<file path="src/rtl/jtframe_rom_nslots_rr.sv">
// Round-robin SDRAM read arbiter: SLOTS clients, each with a one-entry cache,
// sharing one 16-bit SDRAM bank port.

module jtframe_rom_nslots_rr_cache #(
  parameter int          AW     = 17,
  parameter int          DW     = 32,
  parameter logic [21:0] OFFSET = 22'd0
) (
  input  logic          clk,
  input  logic          rst,
  input  logic [AW-1:0] addr,
  input  logic          cs,
  input  logic          clr,
  input  logic          wr,
  input  logic          wr_valid,
  input  logic [AW-1:0] wr_addr,
  input  logic [DW-1:0] wr_data,
  output logic          ok,
  output logic [DW-1:0] dout,
  output logic [21:0]   word_addr
);
  logic [AW-1:0] caddr;
  logic          valid;

  always_ff @(posedge clk or posedge rst) begin
    if (rst) begin
      caddr <= '0;
      dout  <= '0;
      valid <= 1'b0;
    end else begin
      if (wr) begin
        caddr <= wr_addr;
        dout  <= wr_data;
      end
      // a clear always beats a completing fetch for the same slot
      if (clr)     valid <= 1'b0;
      else if (wr) valid <= wr_valid;
    end
  end

  assign ok = cs & valid & (caddr == addr);

  generate
    if (DW == 8) begin : g_w8
      assign word_addr = 22'(addr >> 1) + OFFSET;
    end else if (DW == 16) begin : g_w16
      assign word_addr = 22'(addr) + OFFSET;
    end else begin : g_w32
      assign word_addr = 22'({addr, 1'b0}) + OFFSET;
    end
  endgenerate
endmodule

module jtframe_rom_nslots_rr #(
  parameter int                   SLOTS   = 4,
  parameter int                   SLOT_AW = 17,
  parameter int                   SLOT_DW = 32,
  parameter logic [22*SLOTS-1:0]  OFFSETS = {SLOTS{22'd0}}
) (
  input  logic                       clk,
  input  logic                       rst,
  input  logic [SLOTS*SLOT_AW-1:0]   slot_addr,
  input  logic [SLOTS-1:0]           slot_cs,
  input  logic [SLOTS-1:0]           slot_clr,
  output logic [SLOTS-1:0]           slot_ok,
  output logic [SLOTS*SLOT_DW-1:0]   slot_dout,
  output logic [21:0]                sdram_addr,
  output logic                       sdram_req,
  input  logic                       sdram_ack,
  input  logic                       data_dst,
  input  logic                       data_rdy,
  input  logic [15:0]                data_read
);
  localparam int IW = (SLOTS > 1) ? $clog2(SLOTS) : 1;

  typedef enum logic [1:0] {IDLE, WAIT_ACK, WAIT_DATA} state_t;
  state_t st, st_nx;

  logic [IW-1:0]             rr, sel, pick;
  logic                      any_miss, done, clr_pend, wr_valid;
  logic [SLOTS-1:0]          miss;
  logic [SLOTS-1:0][21:0]    waddr;
  logic [SLOT_AW-1:0]        sel_addr;
  logic [15:0]               lo_half;
  logic [SLOT_DW-1:0]        wr_data;

  assign miss     = slot_cs & ~slot_ok;
  assign done     = (st == WAIT_DATA) & data_rdy;
  assign wr_valid = ~(clr_pend | slot_clr[sel]);

  // Scan from rr upwards with wrap; the last hit in a descending scan is the
  // nearest one to rr.
  always_comb begin
    pick     = '0;
    any_miss = 1'b0;
    for (int k = SLOTS-1; k >= 0; k--) begin
      if (miss[(int'(rr) + k) % SLOTS]) begin
        pick     = IW'((int'(rr) + k) % SLOTS);
        any_miss = 1'b1;
      end
    end
  end

  always_comb begin
    wr_data = '0;
    if (SLOT_DW == 32)
      wr_data = SLOT_DW'(data_dst ? {16'h0, data_read} : {data_read, lo_half});
    else if (SLOT_DW == 16)
      wr_data = SLOT_DW'(data_read);
    else
      wr_data = SLOT_DW'(sel_addr[0] ? data_read[15:8] : data_read[7:0]);
  end

  always_comb begin
    st_nx = st;
    case (st)
      IDLE:      if (any_miss)  st_nx = WAIT_ACK;
      WAIT_ACK:  if (sdram_ack) st_nx = WAIT_DATA;
      WAIT_DATA: if (data_rdy)  st_nx = IDLE;
      default:                  st_nx = IDLE;
    endcase
  end

  always_ff @(posedge clk or posedge rst) begin
    if (rst) st <= IDLE;
    else     st <= st_nx;
  end

  always_ff @(posedge clk or posedge rst) begin
    if (rst) begin
      sdram_req  <= 1'b0;
      sdram_addr <= '0;
      rr         <= '0;
      sel        <= '0;
      sel_addr   <= '0;
      lo_half    <= '0;
      clr_pend   <= 1'b0;
    end else begin
      case (st)
        IDLE: if (any_miss) begin
          sel        <= pick;
          sel_addr   <= slot_addr[SLOT_AW*int'(pick) +: SLOT_AW];
          sdram_addr <= waddr[pick];
          sdram_req  <= 1'b1;
          clr_pend   <= 1'b0;
        end
        WAIT_ACK: begin
          if (sdram_ack)     sdram_req <= 1'b0;
          if (slot_clr[sel]) clr_pend  <= 1'b1;
        end
        WAIT_DATA: begin
          if (slot_clr[sel]) clr_pend <= 1'b1;
          if (data_dst)      lo_half  <= data_read;
          if (data_rdy)      rr       <= IW'((int'(sel) + 1) % SLOTS);
        end
        default: ;
      endcase
    end
  end

  generate
    for (genvar i = 0; i < SLOTS; i++) begin : g_slot
      jtframe_rom_nslots_rr_cache #(
        .AW     (SLOT_AW),
        .DW     (SLOT_DW),
        .OFFSET (OFFSETS[22*i +: 22])
      ) u_cache (
        .clk       (clk),
        .rst       (rst),
        .addr      (slot_addr[SLOT_AW*i +: SLOT_AW]),
        .cs        (slot_cs[i]),
        .clr       (slot_clr[i]),
        .wr        (done && (sel == IW'(i))),
        .wr_valid  (wr_valid),
        .wr_addr   (sel_addr),
        .wr_data   (wr_data),
        .ok        (slot_ok[i]),
        .dout      (slot_dout[SLOT_DW*i +: SLOT_DW]),
        .word_addr (waddr[i])
      );
    end
  endgenerate
endmodule

</file>
<file path="config.mk">
export PLATFORM = sky130hd
export DESIGN_NAME = jtframe_rom_nslots_rr
export DESIGN_NICKNAME = d
export VERILOG_FILES = /design/src/rtl/jtframe_rom_nslots_rr.sv
export SDC_FILE = /design/constraint.sdc
export NUM_CORES = 1
export LEC_CHECK = 0
export CAP_MARGIN = 20
export CORE_MARGIN = 5
export CORE_UTILIZATION = 57
export DETAILED_ROUTE_END_ITERATION = 8
export PLACE_DENSITY_LB_ADDON = 0.1
export RECOVER_POWER = 50
export SYNTH_ARGS = -nofsm -noshare
export SYNTH_HDL_FRONTEND = slang
export SYNTH_HIERARCHICAL = 1
export SYNTH_SLANG_ARGS = --single-unit
</file>
<file path="constraint.sdc">
create_clock -name clk -period 5.3 [get_ports clk]
set_input_delay 1.06 -clock clk [delete_from_list [all_inputs] [get_ports clk]]
set_output_delay 1.06 -clock clk [all_outputs]
set_load 0.1 [all_outputs]
</file>
Word level (Yosys, flattened, before mapping)
Cells that the tools add are included.
- register bits: 263
- logic and storage cells: 125
- add/sub/neg operators: 4
- $mul: 1
- magnitude comparators: 6
- equality and inequality tests: 13
- shift-type cells: 1
- multiplexer cells: 42
- bitwise logic cells: 16
- reduce and logical (&&, ||, !) cells: 22
- operators by type and width (operator ; number):
    == test 17 bit ; 4
    variable part select 68 x 8 -> 17 bit ; 1
    binary-select mux 22 bit (select 2 bit) ; 1
    two-way mux 32 bit ; 1
    two-way mux 1 bit ; 24
    two-way mux 22 bit ; 1
    two-way mux 2 bit ; 7
    less-than comparator 3 x 4 -> 1 bit, second input constant ; 3
    nonzero test 2 bit ; 6
    binary-select mux 1 bit (select 2 bit) ; 5
    bitwise AND 1 bit ; 9
    less-than comparator 2 x 3 -> 1 bit, second input constant ; 3
    AND reduction 3 bit ; 3
    OR reduction 2 bit ; 4
    multiplier 5 x 2 -> 7 bit, first input constant ; 1
    == test 2 bit, second input constant ; 3
    inequality test 2 bit, second input constant ; 3
    one-hot mux 2 bit (3 select lines) ; 1
    AND reduction 2 bit ; 3
    adder 2 x 1 -> 2 bit, second input constant ; 2
    adder 2 bit, second input constant ; 2
    bitwise AND 4 bit ; 1
    == test 2 x 1 -> 1 bit, second input constant ; 2
    logical AND 1 bit ; 4
    7 further kinds ; 11

Longest topological paths before layout
Gate-level depths: netlist of the first run.
- word-level depth: 13
- mapped depth: 13
- gate-level depth less buffers: 9

Modules after synthesis
Netlist of the first run, hierarchy kept.
- modules (own cells, without submodules) (module ; times used ; cells an instance ; area an instance (sq um) ; sequential area each (sq um)):
    jtframe_rom_nslots_rr_cache ; 4 ; 154 ; 2210.9 ; 1251.2
    jtframe_rom_nslots_rr ; 1 ; 462 ; 4331.7 ; 1576.5

Worst setup path before layout of the first run
Ideal clock, no wire load.
- kind: input -> register
- start point: in slot_addr[12]
- end point: reg sdram_addr[0]
- setup time: 0.156 ns
- data arrival time: 4.705 ns
- required time: 5.144 ns
- setup slack: 0.439 ns
- cell stages on the path: 13
- path buffers: 4
- cells stage by stage: xor2_1 > nor4_1 > nand4_1 > nor4_2 > nand2b_4 > buf_6 > and4_1 > buf_2 > nor2b_1 > buf_4 > buf_4 > nor2_1 > a41oi_2
- longest elaborated chain between the ends: 13
- elaborated cells between the ends (all ways): 26
- classes of those cells: eq/ne: 1; mux: 21; bitwise: 3; reduce/logical: 1
- RTL lines (what ; line ; text):
    from (decl) ; 62 ; input logic [SLOTS*SLOT_AW-1:0] slot_addr,
    == test 17 bit * ; 41 ; assign ok = cs & valid & (caddr == addr);
    bitwise AND 1 bit * ; 41 ;
    named net slot_ok[0] ; 65 ; output logic [SLOTS-1:0] slot_ok,
    inverter 4 bit * ; 87 ; assign miss = slot_cs & ~slot_ok;
    bitwise AND 4 bit * ; 87 ;
    binary-select mux 1 bit (select 2 bit) ; 97 ; if (miss[(int'(rr) + k) % SLOTS]) begin
    two-way mux 1 bit (implied by the code) (2 in series) ; 97 ;
    two-way mux 2 bit (4 in series) ; 97 ;
    binary-select mux 22 bit (select 2 bit) ; 143 ; sdram_addr <= waddr[pick];
    two-way mux 22 bit (implied by the code) ; 143 ;
    to (signal assigned) ; 143 ;
    to (decl) ; 67 ; output logic [21:0] sdram_addr,
The timed path passes the listed nets; every way through them passes the cells marked *. The select of a mux whose other input is x is not followed.
A chain may end at the register's enable or synchronous reset.

Worst setup path in the final report of the first run
- start point: in slot_addr[12]
- end point: out slot_ok[0]
- longest elaborated chain between the ends: 2
- RTL lines (what ; line):
    == test 17 bit ; 41
    bitwise AND 1 bit ; 41
    to (decl) ; 65
Every way passes these cells.

==> results.py, run 1 <==
metrics = {
    "outcome": {
        "run_status": "finished, violations left",
        "violations": "capacitance limit, slew limit",
    },
    "drt": {
        "detail_route.first_pass.iterations": 5,
        "detail-route-antenna-nets": 0,
        "routed_via_density": 5.805,
        "post-route-drc-count": 0,
        "routed_wl_um": 36400,
        "drt_first_iter_violations": 674,
        "route.vias.total": 8997,
        "wire_per_inst_um": 23.48,
    },
    "synth": {
        "yosys_most_used_dff": "sky130_fd_sc_hd__dfrtp_1",
        "synthDominantAreaCellType": "sky130_fd_sc_hd__dfrtp_1",
        "mapped_cell_area_sq_um": 13180,
        "ys_seq_elements": 263,
        "post_synth_mux_area_share_pct": 20.12,
        "seq_area_frac_synth_pct": 49.95,
        "synth-compound-area-share_pct": 9.326,
        "synth_top_cell_area_share_pct": 49.95,
        "main_combinational_cell_family_by_area_after_synthesis": "multiplexers",
        "synth_xor_xnor_area_share_pct": 4.520,
        "syn_avg_cell_area_sq_um": 12.22,
        "leading_cell_types_by_total_area_after_synthesis": "sky130_fd_sc_hd__dfrtp_1 50%, sky130_fd_sc_hd__mux2_2 18%, sky130_fd_sc_hd__buf_4 5.5%",
        "synth_edf_count": 0,
        "ys_types": 46,
        "yosys.area_share.adder_pct": 0.7597,
        "ys.warnings.count": 6,
        "synthSimpleGateAreaFrac_pct": 6.857,
        "netlist_instances": 1078,
        "synthArstFlopShare_pct": 100.0,
    },
    "cells_and_area": {
        "final_layout_size_suffix_gt1_share_pct": 25.53,
        "flow.area_growth_from_synthesis_pct": 23.47,
        "finish.net_count": 1347,
        "antenna_cells": 0,
        "layout.filler_cells": 1656,
    },
    "critical_path": {
        "setup.worst_path.end_class": "output pin",
        "worstPathArrival_ns": 3.14,
        "cp_data_required_time_ns": 4.24,
        "slowest_delay_ns": 0.48,
        "critical-path-slowest-cell": "sky130_fd_sc_hd__clkdlybuf4s50_1",
        "setup.worst_path.class": "in2out",
        "reg2regPathDepth": 10,
        "critPathLaunchType": "input pin",
        "crit_path_max_fanout": 4,
        "critical_path.reg2reg.startpoint": "g_slot[0].u_cache/caddr[12]$_DFFE_PP0P_",
        "setup.reg_to_reg.worst_slack_ns": 2.10,
        "cp_cell_sequence": "clkdlybuf4s50_1, xor2_1, nor4_1, nand4_1, nor4_2, buf_4",
        "reg2reg_to": "sel_addr[2]$_DFFE_PP0P_",
    },
    "global_route": {
        "grt.overflow.total": 0,
        "largest_net_degree_at_the_start_of_global_routing": 45,
        "grt_first_pass_wirelength_um": 58220,
        "grt_pass1_vias": 9978,
        "gr-usage-all-layers_pct": 28.13,
        "antenna_found_initial": 4,
    },
    "placed_design": {
        "place.gp.congestion": 0.8699,
        "hpwl_reported_at_the_end_of_detailed_placement_um": 24740,
        "buffer_ports.inserted": 251,
    },
    "timing": {
        "final.setup.tns_ns": 0,
        "setup_viol": 0,
        "timing.final.hold_violations": 0,
        "grt_setup_unrepaired": "false",
        "drv_slew": 175,
        "clock.fmax_ghz": 0.2383,
        "timing.clock.skew_ns": 0.02075,
        "period_needed_ns": 4.196,
        "timing_worst_slew_pin_value_ns": 1.768,
        "timing.final.crit_share_pct": 79.17,
        "timing.max_slew.rel_slack_pct": -17.98,
    },
    "floorplanning": {
        "core_sq_um": 22710,
        "die_width_um": 162.0,
        "die_y_um": 162.0,
        "die_area_sq_um": 26260,
        "top_level_ports": 252,
        "row_count": 55,
        "initial_utilization_pct": 58.02,
    },
    "cts": {
        "clk_pin_slew_worst_paths_ns": 0.06,
        "tritoncts.num_buffers": 29,
        "insertion_delay_ns": 0.55,
        "tritoncts": "yes",
        "number_of_hold_buffers_added_after_cts": 0,
        "cts_num_sinks": 263,
        "post_cts.repair.setup_buffers": 0,
        "cts_resized": 0,
        "cts_max_level": 1,
        "ctsRootBufferMaster": "sky130_fd_sc_hd__clkbuf_16",
        "cts_buffer_depth": 3,
    },
    "min_path": {
        "hold_path_end": "lo_half[3]$_DFFE_PP0P_",
        "holdCritPathClass": "reg2reg",
        "min_from": "lo_half[3]$_DFFE_PP0P_",
        "worstHoldPathCells": 1,
    },
    "flow_run": {
        "max_cap_viol_count": 7,
    },
}
worst max-delay path by stage:
stage | start | to | slack [ns] | depth (start not counted)
final | slot_addr[12] | slot_ok[0] | 1.10 | 6
after global routing | rst | sdram_addr[14]$_DFFE_PP0P_ | 0.76 | 3
after CTS | slot_addr[12] | slot_ok[0] | 1.16 | 6
after detailed placement | slot_addr[63] | sdram_addr[5]$_DFFE_PP0P_ | 0.99 | 11
after global placement | slot_addr[63] | sel_addr[9]$_DFFE_PP0P_ | 1.11 | 11
after floorplan | slot_addr[12] | sdram_addr[0]$_DFFE_PP0P_ | 0.44 | 13
cell families after synthesis:
group	after synthesis
fa+ha+maj	8
compound gates	141
buf+inv	168
mux	235
simple gates	191
other cells	4
xor+xnor	68
flops	263
cell usage in the layout, fill, tap and decap left out, drive strengths merged, types with 4 or more instances in the layout:
master         synthesis  layout
a21oi                 43      43
a2bb2oi               39      39
a41oi                 39      39
and3                   4       4
buf                  138      19
clkbuf                18      52
clkdlybuf4s50          0     245
conb                   4      20
dfrtp                263     263
ha                     8       8
inv                   12      14
mux2                 229     229
mux2i                  5       5
nand2                 87      87
nand2b                 4       4
nand4                 16      16
nor2                  48      48
nor2b                 20      20
nor4                   8       8
o21ai                  7       7
xnor2                 52      52
xor2                  16      16
flip-flops by register name, indices dropped and copies added (netlist names), 4 cells and up:
register              cells
sdram_addr               22
sel_addr                 17
g_slot.u_cache/caddr     68
g_slot.u_cache/valid      4
lo_half                  16
g_slot.u_cache/dout     128
layer usage:
metal	up-vias	global-route usage, %	share of wire [%]
met5	-	0	0.12
met4	8	8.112	2.7
met3	78	9.896	9.0
met2	341	45.74	47
met1	4553	35.92	41
li1	4017	-	-
critical path, delay by kind of cell:
family	cells	cell delay [ns]
buf+inv	2	0.88
xor+xnor	1	0.21
simple gates	3	0.98
layout make-up:
cell class              instances  area, sq um  share of cell area, %
clock buffers                  45        875.8                  5.384
clock inverters                 9        132.6                 0.8153
inverters                      12        45.04                 0.2769
multi-input cells             663         5597                  34.40
flip-flops and latches        263         6581                  40.46
well taps                     285        356.6                  2.192
repair buffers                273         2679                  16.47
synthesized netlist by cell type, types with 4 or more instances:
master,number
sky130_fd_sc_hd__mux2_1,16
sky130_fd_sc_hd__buf_6,9
sky130_fd_sc_hd__buf_2,33
sky130_fd_sc_hd__nor2b_1,20
sky130_fd_sc_hd__buf_4,96
sky130_fd_sc_hd__xnor2_1,52
sky130_fd_sc_hd__clkbuf_1,18
sky130_fd_sc_hd__nor2_1,48
sky130_fd_sc_hd__mux2_2,213
sky130_fd_sc_hd__ha_1,8
sky130_fd_sc_hd__nor4_1,4
sky130_fd_sc_hd__a41oi_2,10
sky130_fd_sc_hd__a2bb2oi_2,10
sky130_fd_sc_hd__dfrtp_1,263
sky130_fd_sc_hd__a2bb2oi_1,29
sky130_fd_sc_hd__o21ai_0,4
sky130_fd_sc_hd__nand4_1,16
sky130_fd_sc_hd__and3_1,4
sky130_fd_sc_hd__conb_1,4
sky130_fd_sc_hd__xor2_1,16
sky130_fd_sc_hd__mux2i_1,5
sky130_fd_sc_hd__nand2_1,87
sky130_fd_sc_hd__a21oi_1,33
sky130_fd_sc_hd__a41oi_1,29
sky130_fd_sc_hd__inv_1,12
sky130_fd_sc_hd__a21oi_2,10
sky130_fd_sc_hd__nor4_2,4
stage by stage:
| step | area [sq um] | hold slack [ns] | setup slack [ns] | std cells | utilization [%] |
|---|---|---|---|---|---|
| 2_1_floorplan | 13240 | 0.4754 | 0.4388 | 1094 | - |
| 3_3_place_gp | 15290 | 0.4835 | 1.107 | 1496 | 67.33 |
| 3_5_place_dp | 15290 | 0.4915 | 0.9852 | 1496 | 67.33 |
| 4_1_cts | 16300 | 0.5046 | 1.161 | 1550 | 71.77 |
| 5_1_grt | 16270 | 0.5208 | 0.7634 | 1550 | 71.63 |
| 6_report | 16270 | 0.5001 | 1.104 | 1550 | 71.63 |
Power of run 1 is left out: the tool's default activity adds up to more than one toggle a clock period on the data nets, which glitch-free logic cannot reach.
==> inputs of run 2 (changes only) <==
- CORE_UTILIZATION: 57 -> 48
- clock period: 5.3 -> 3.7 ns (I/O delays scaled with it)
==> results.py, run 2 (synthesis results as in run 1) <==
metrics = {
    "outcome": {
        "run_status": "finished, violations left",
        "violations": "capacitance limit, slew limit",
    },
    "cells_and_area": {
        "layout.cells.most_common": "sky130_fd_sc_hd__dfrtp_1",
        "largest_regs": "g_slot.u_cache/dout (128), g_slot.u_cache/caddr (68), sdram_addr (22)",
        "most-common-layout-cells": "263 x sky130_fd_sc_hd__dfrtp_1, 245 x sky130_fd_sc_hd__clkdlybuf4s50_1, 213 x sky130_fd_sc_hd__mux2_2, 84 x sky130_fd_sc_hd__nand2_1, 52 x sky130_fd_sc_hd__xnor2_1",
        "number_of_flip_flops_under_the_largest_register_name": 128,
        "largest-register": "g_slot.u_cache/dout",
        "flow.area_growth_from_synthesis_pct": 26.91,
        "finish.net_count": 1374,
        "layout.filler_cells": 2195,
        "antenna_cells": 0,
        "final_layout_size_suffix_gt1_share_pct": 27.62,
        "utilization_pct": 61.87,
    },
    "timing": {
        "timing.final.crit_share_pct": 95.41,
        "final.setup.tns_ns": 0,
        "timing.max_slew.rel_slack_pct": -45.34,
        "final.setup.worst_slack_ns": 0.1697,
        "timing_worst_slew_pin_value_ns": 2.180,
        "period_needed_ns": 3.530,
        "timing.clock.skew_ns": 0.02301,
        "timing.final.hold_violations": 0,
        "clock.fmax_ghz": 0.2833,
        "setup_viol": 0,
        "grt_setup_unrepaired": "false",
        "drv_slew": 82,
    },
    "cts": {
        "insertion_delay_ns": 0.56,
        "cts_num_sinks": 263,
        "ctsRootBufferMaster": "sky130_fd_sc_hd__clkbuf_16",
        "cts_max_level": 1,
        "clk_pin_slew_worst_paths_ns": 0.06,
        "cts_buffer_depth": 3,
        "tritoncts": "yes",
        "tritoncts.num_buffers": 28,
    },
    "floorplanning": {
        "core_sq_um": 27030,
        "die_area_sq_um": 30860,
        "top_level_ports": 252,
        "row_count": 60,
        "initial_utilization_pct": 48.75,
        "die_y_um": 175.7,
        "die_width_um": 175.7,
    },
    "drt": {
        "detail_route.first_pass.iterations": 5,
        "wire_per_inst_um": 23.50,
        "wl_met1_um": 16380,
        "routed_wl_um": 38300,
        "post-route-drc-count": 0,
        "drt_first_iter_violations": 657,
        "detail-route-antenna-nets": 0,
        "route.vias.total": 9085,
        "routed_via_density": 5.574,
        "top_signal_layer_used": "met5",
        "wl_met2_um": 17880,
        "detailroute.wirelength.met3_um": 3236,
    },
    "placed_design": {
        "buffer_ports.inserted": 251,
        "hpwl_reported_at_the_end_of_detailed_placement_um": 26140,
        "place.gp.congestion": 0.8491,
        "pre_cts_slack_ns": -0.1147,
    },
    "critical_path": {
        "worst_path_dominant_cell_family": "buffers and inverters",
        "critPathMostFrequentCell": "sky130_fd_sc_hd__buf_4",
        "cp_cell_sequence": "clkdlybuf4s50_1, xor2_1, nor4_2, buf_4, nand4_1, nor4_4, buf_4, buf_12",
        "setup.reg_to_reg.worst_slack_ns": 0.47,
        "setup.worst_path.end_class": "output pin",
        "setup.worst_path.class": "in2out",
        "worstPathArrival_ns": 2.79,
        "slowest_delay_ns": 0.50,
        "critPathLaunchType": "input pin",
        "worst_path_bufs_invs": 4,
        "critical-path-slowest-cell": "sky130_fd_sc_hd__clkdlybuf4s50_1",
        "cp_data_required_time_ns": 2.96,
        "crit_path_max_fanout": 3,
    },
    "global_route": {
        "grt_first_pass_wirelength_um": 59700,
        "gr-usage-all-layers_pct": 24.56,
        "grt_pass1_vias": 9888,
        "antenna_found_initial": 2,
        "grt.overflow.total": 0,
        "largest_net_degree_at_the_start_of_global_routing": 50,
    },
    "min_path": {
        "holdCritPathClass": "reg2reg",
    },
    "flow_run": {
        "max_cap_viol_count": 2,
    },
}
## run 2: routing by layer
layer,vias to the layer above,GRT usage (%)
met4,4,5.101
met1,4619,32.89
met5,-,0
met3,66,7.663
met2,331,39.77
li1,4065,-
## run 2: layout make-up
class	count	area (sq um)	area share [%]
Sequential cell	263	6581	39.36
Inverter	12	45.04	0.2694
Tap cell	341	426.7	2.552
Multi-Input combinational cell	663	5669	33.90
Timing Repair Buffer	301	3043	18.20
Clock inverter	12	167.7	1.003
Clock buffer	38	788.3	4.714
## run 2: final timing paths
| check | startpoint | endpoint | cells past startpoint |
|---|---|---|---|
| min in group asynchronous | rst | lo_half[14]$_DFFE_PP0P_ | 2 |
| worst min-delay path | lo_half[1]$_DFFE_PP0P_ | lo_half[1]$_DFFE_PP0P_ | 1 |
| worst max register to register | st[0]$_DFFE_PP0P_ | g_slot[0].u_cache/dout[12]$_DFFE_PP0P_ | 5 |
| worst min register to register | lo_half[1]$_DFFE_PP0P_ | lo_half[1]$_DFFE_PP0P_ | 1 |
| worst max-delay path | slot_addr[29] | slot_ok[1] | 8 |
| max in group asynchronous | rst | g_slot[3].u_cache/caddr[0]$_DFFE_PP0P_ | 3 |
## run 2: metrics by stage
stage,instances,cell area [sq um],hold slack (ns)
final,1630,16720,0.5018
after CTS,1630,16780,0.5060
after floorplan,1094,13310,0.4754
after detailed placement,1580,15820,0.4904
after global placement,1580,15820,0.4838
after global routing,1630,16720,0.5177
## run 2: timing repair
| item | in CTS | in global routing |
|---|---|---|
| setup endpoints to repair | 0 | 1 |
| hold buffers | 0 | 0 |
| endpoints found under the hold margin | 0 | 0 |
| buffers inserted | 0 | 0 |
| gates resized for setup | 0 | 1 |
Power of run 2 is left out for the same reason.
==> inputs of run 3 (changes only) <==
- ABC_CLOCK_PERIOD_IN_PS: unset -> 3700
- TNS_END_PERCENT: unset -> 30
==> results.py, run 3 (synthesis results as in run 1) <==
metrics = {
    "floorplanning": {
        "initial_utilization_pct": 48.75,
        "core_sq_um": 27030,
        "die_width_um": 175.7,
        "die_area_sq_um": 30860,
        "row_count": 60,
        "die_y_um": 175.7,
        "top_level_ports": 252,
    },
    "global_route": {
        "antenna_found_initial": 1,
        "gr-usage-all-layers_pct": 24.75,
        "grt_pass1_vias": 9909,
        "grt.overflow.total": 0,
        "largest_net_degree_at_the_start_of_global_routing": 45,
        "grt_first_pass_wirelength_um": 59660,
    },
    "cts": {
        "cts_num_sinks": 263,
        "tritoncts.num_buffers": 28,
        "cts_buffer_depth": 3,
        "cts_resized": 0,
        "post_cts.repair.setup_buffers": 0,
        "ctsRootBufferMaster": "sky130_fd_sc_hd__clkbuf_16",
        "insertion_delay_ns": 0.56,
        "number_of_hold_buffers_added_after_cts": 0,
        "clk_pin_slew_worst_paths_ns": 0.06,
        "cts_max_level": 1,
        "tritoncts": "yes",
    },
    "min_path": {
        "holdCritPathClass": "reg2reg",
    },
    "drt": {
        "routed_wl_um": 38150,
        "drt_first_iter_violations": 653,
        "detail_route.first_pass.iterations": 5,
        "route.vias.total": 9069,
        "post-route-drc-count": 0,
        "detail-route-antenna-nets": 0,
        "wire_per_inst_um": 23.32,
        "routed_via_density": 5.543,
    },
    "critical_path": {
        "setup.worst_path.class": "in2out",
        "crit_path_max_fanout": 3,
        "setup.worst_path.end_class": "output pin",
        "cp_data_required_time_ns": 2.96,
        "critPathLaunchType": "input pin",
        "worstPathArrival_ns": 2.66,
    },
    "cells_and_area": {
        "post_layout_nonfiller_instances": 1636,
        "number_of_flip_flops_under_the_largest_register_name": 128,
        "final_layout_size_suffix_gt1_share_pct": 28.03,
        "layout.cells.most_common": "sky130_fd_sc_hd__dfrtp_1",
        "antenna_cells": 0,
        "largest-register": "g_slot.u_cache/dout",
        "utilization_pct": 62.07,
        "most-common-layout-cells": "263 x sky130_fd_sc_hd__dfrtp_1, 245 x sky130_fd_sc_hd__clkdlybuf4s50_1, 213 x sky130_fd_sc_hd__mux2_2, 84 x sky130_fd_sc_hd__nand2_1, 52 x sky130_fd_sc_hd__xnor2_1",
        "layout.filler_cells": 2134,
        "flow.area_growth_from_synthesis_pct": 27.33,
        "largest_regs": "g_slot.u_cache/dout (128), g_slot.u_cache/caddr (68), sdram_addr (22)",
        "finish.net_count": 1378,
    },
    "flow_run": {
        "max_cap_viol_count": 7,
    },
    "timing": {
        "timing.clock.skew_ns": 0.02081,
        "timing.final.crit_share_pct": 92.01,
        "clock.fmax_ghz": 0.2937,
        "fin_hold_ws_ns": 0.5019,
        "period_needed_ns": 3.404,
        "timing.final.hold_violations": 0,
        "timing.max_slew.rel_slack_pct": -34.85,
        "grt_setup_unrepaired": "false",
        "timing_worst_slew_pin_value_ns": 2.023,
        "drv_slew": 186,
        "setup_viol": 0,
    },
    "placed_design": {
        "buffer_ports.inserted": 251,
        "hpwl_reported_at_the_end_of_detailed_placement_um": 25980,
        "placed_cells_incl_taps": 1584,
        "place.gp.congestion": 0.8233,
    },
    "outcome": {
        "violations": "capacitance limit, slew limit",
        "run_status": "finished, violations left",
    },
}
## run 3: cell types whose count changed in the layout (fill, tap and decap cells not counted), sizes merged
cell | before | now
buf | 42 | 45
clkbuf | 49 | 56
dlymetal6s4s | 1 | 0
dlygate4sd3 | 2 | 1
bufinv | 3 | 4
clkinvlp | 3 | 0
dlymetal6s2s | 0 | 1
clkinv | 6 | 5
## run 3: critical path, stage by stage
cell	delay, ns
sky130_fd_sc_hd__clkdlybuf4s50_1	0.47
sky130_fd_sc_hd__xor2_1	0.20
sky130_fd_sc_hd__nor4_1	0.29
sky130_fd_sc_hd__buf_4	0.18
sky130_fd_sc_hd__nand4_1	0.16
sky130_fd_sc_hd__nor4_4	0.27
sky130_fd_sc_hd__buf_4	0.19
sky130_fd_sc_hd__buf_12	0.16
## run 3: layout make-up
type | instances | area [sq um] | share of cell area, %
Inverter | 12 | 45.04 | 0.2685
Clock buffer | 43 | 847.1 | 5.049
Timing Repair Buffer | 305 | 3040 | 18.12
Sequential cell | 263 | 6581 | 39.23
Tap cell | 341 | 426.7 | 2.543
Multi-Input combinational cell | 663 | 5665 | 33.77
Clock inverter | 9 | 170.2 | 1.014
## run 3: routing by layer
metal | GRT usage [%] | routed length (um) | up-vias
met5 | 0 | 13 | -
met4 | 6.660 | 1010 | 2
met3 | 8.028 | 3080 | 63
met2 | 39.68 | 17780 | 314
met1 | 32.63 | 16260 | 4611
li1 | - | - | 4079
## run 3: metrics by stage
| stage | setup WS (ns) | cell area [sq um] | TNS [ns] |
|---|---|---|---|
| 2_1_floorplan | -0.05919 | 13310 | -0.8898 |
| 3_3_place_gp | -0.03075 | 15850 | -0.4162 |
| 3_5_place_dp | -0.07726 | 15850 | -1.120 |
| 4_1_cts | 0.3018 | 16870 | 0 |
| 5_1_grt | 0.1015 | 16780 | 0 |
| 6_report | 0.2957 | 16780 | 0 |
## run 3: worst paths after layout
check	start	cells after the start	slack [ns]	end
min in group asynchronous	rst	2	0.66	g_slot[2].u_cache/dout[31]$_DFFE_PP0P_
worst max register to register	st[0]$_DFFE_PP0P_	5	0.61	g_slot[2].u_cache/dout[15]$_DFFE_PP0P_
max in group asynchronous	rst	3	0.55	g_slot[3].u_cache/caddr[2]$_DFFE_PP0P_
worst min-delay path	lo_half[15]$_DFFE_PP0P_	1	0.50	lo_half[15]$_DFFE_PP0P_
worst min register to register	lo_half[15]$_DFFE_PP0P_	1	0.50	lo_half[15]$_DFFE_PP0P_
worst max-delay path	slot_addr[29]	8	0.30	slot_ok[1]
Power of run 3 is left out for the same reason.
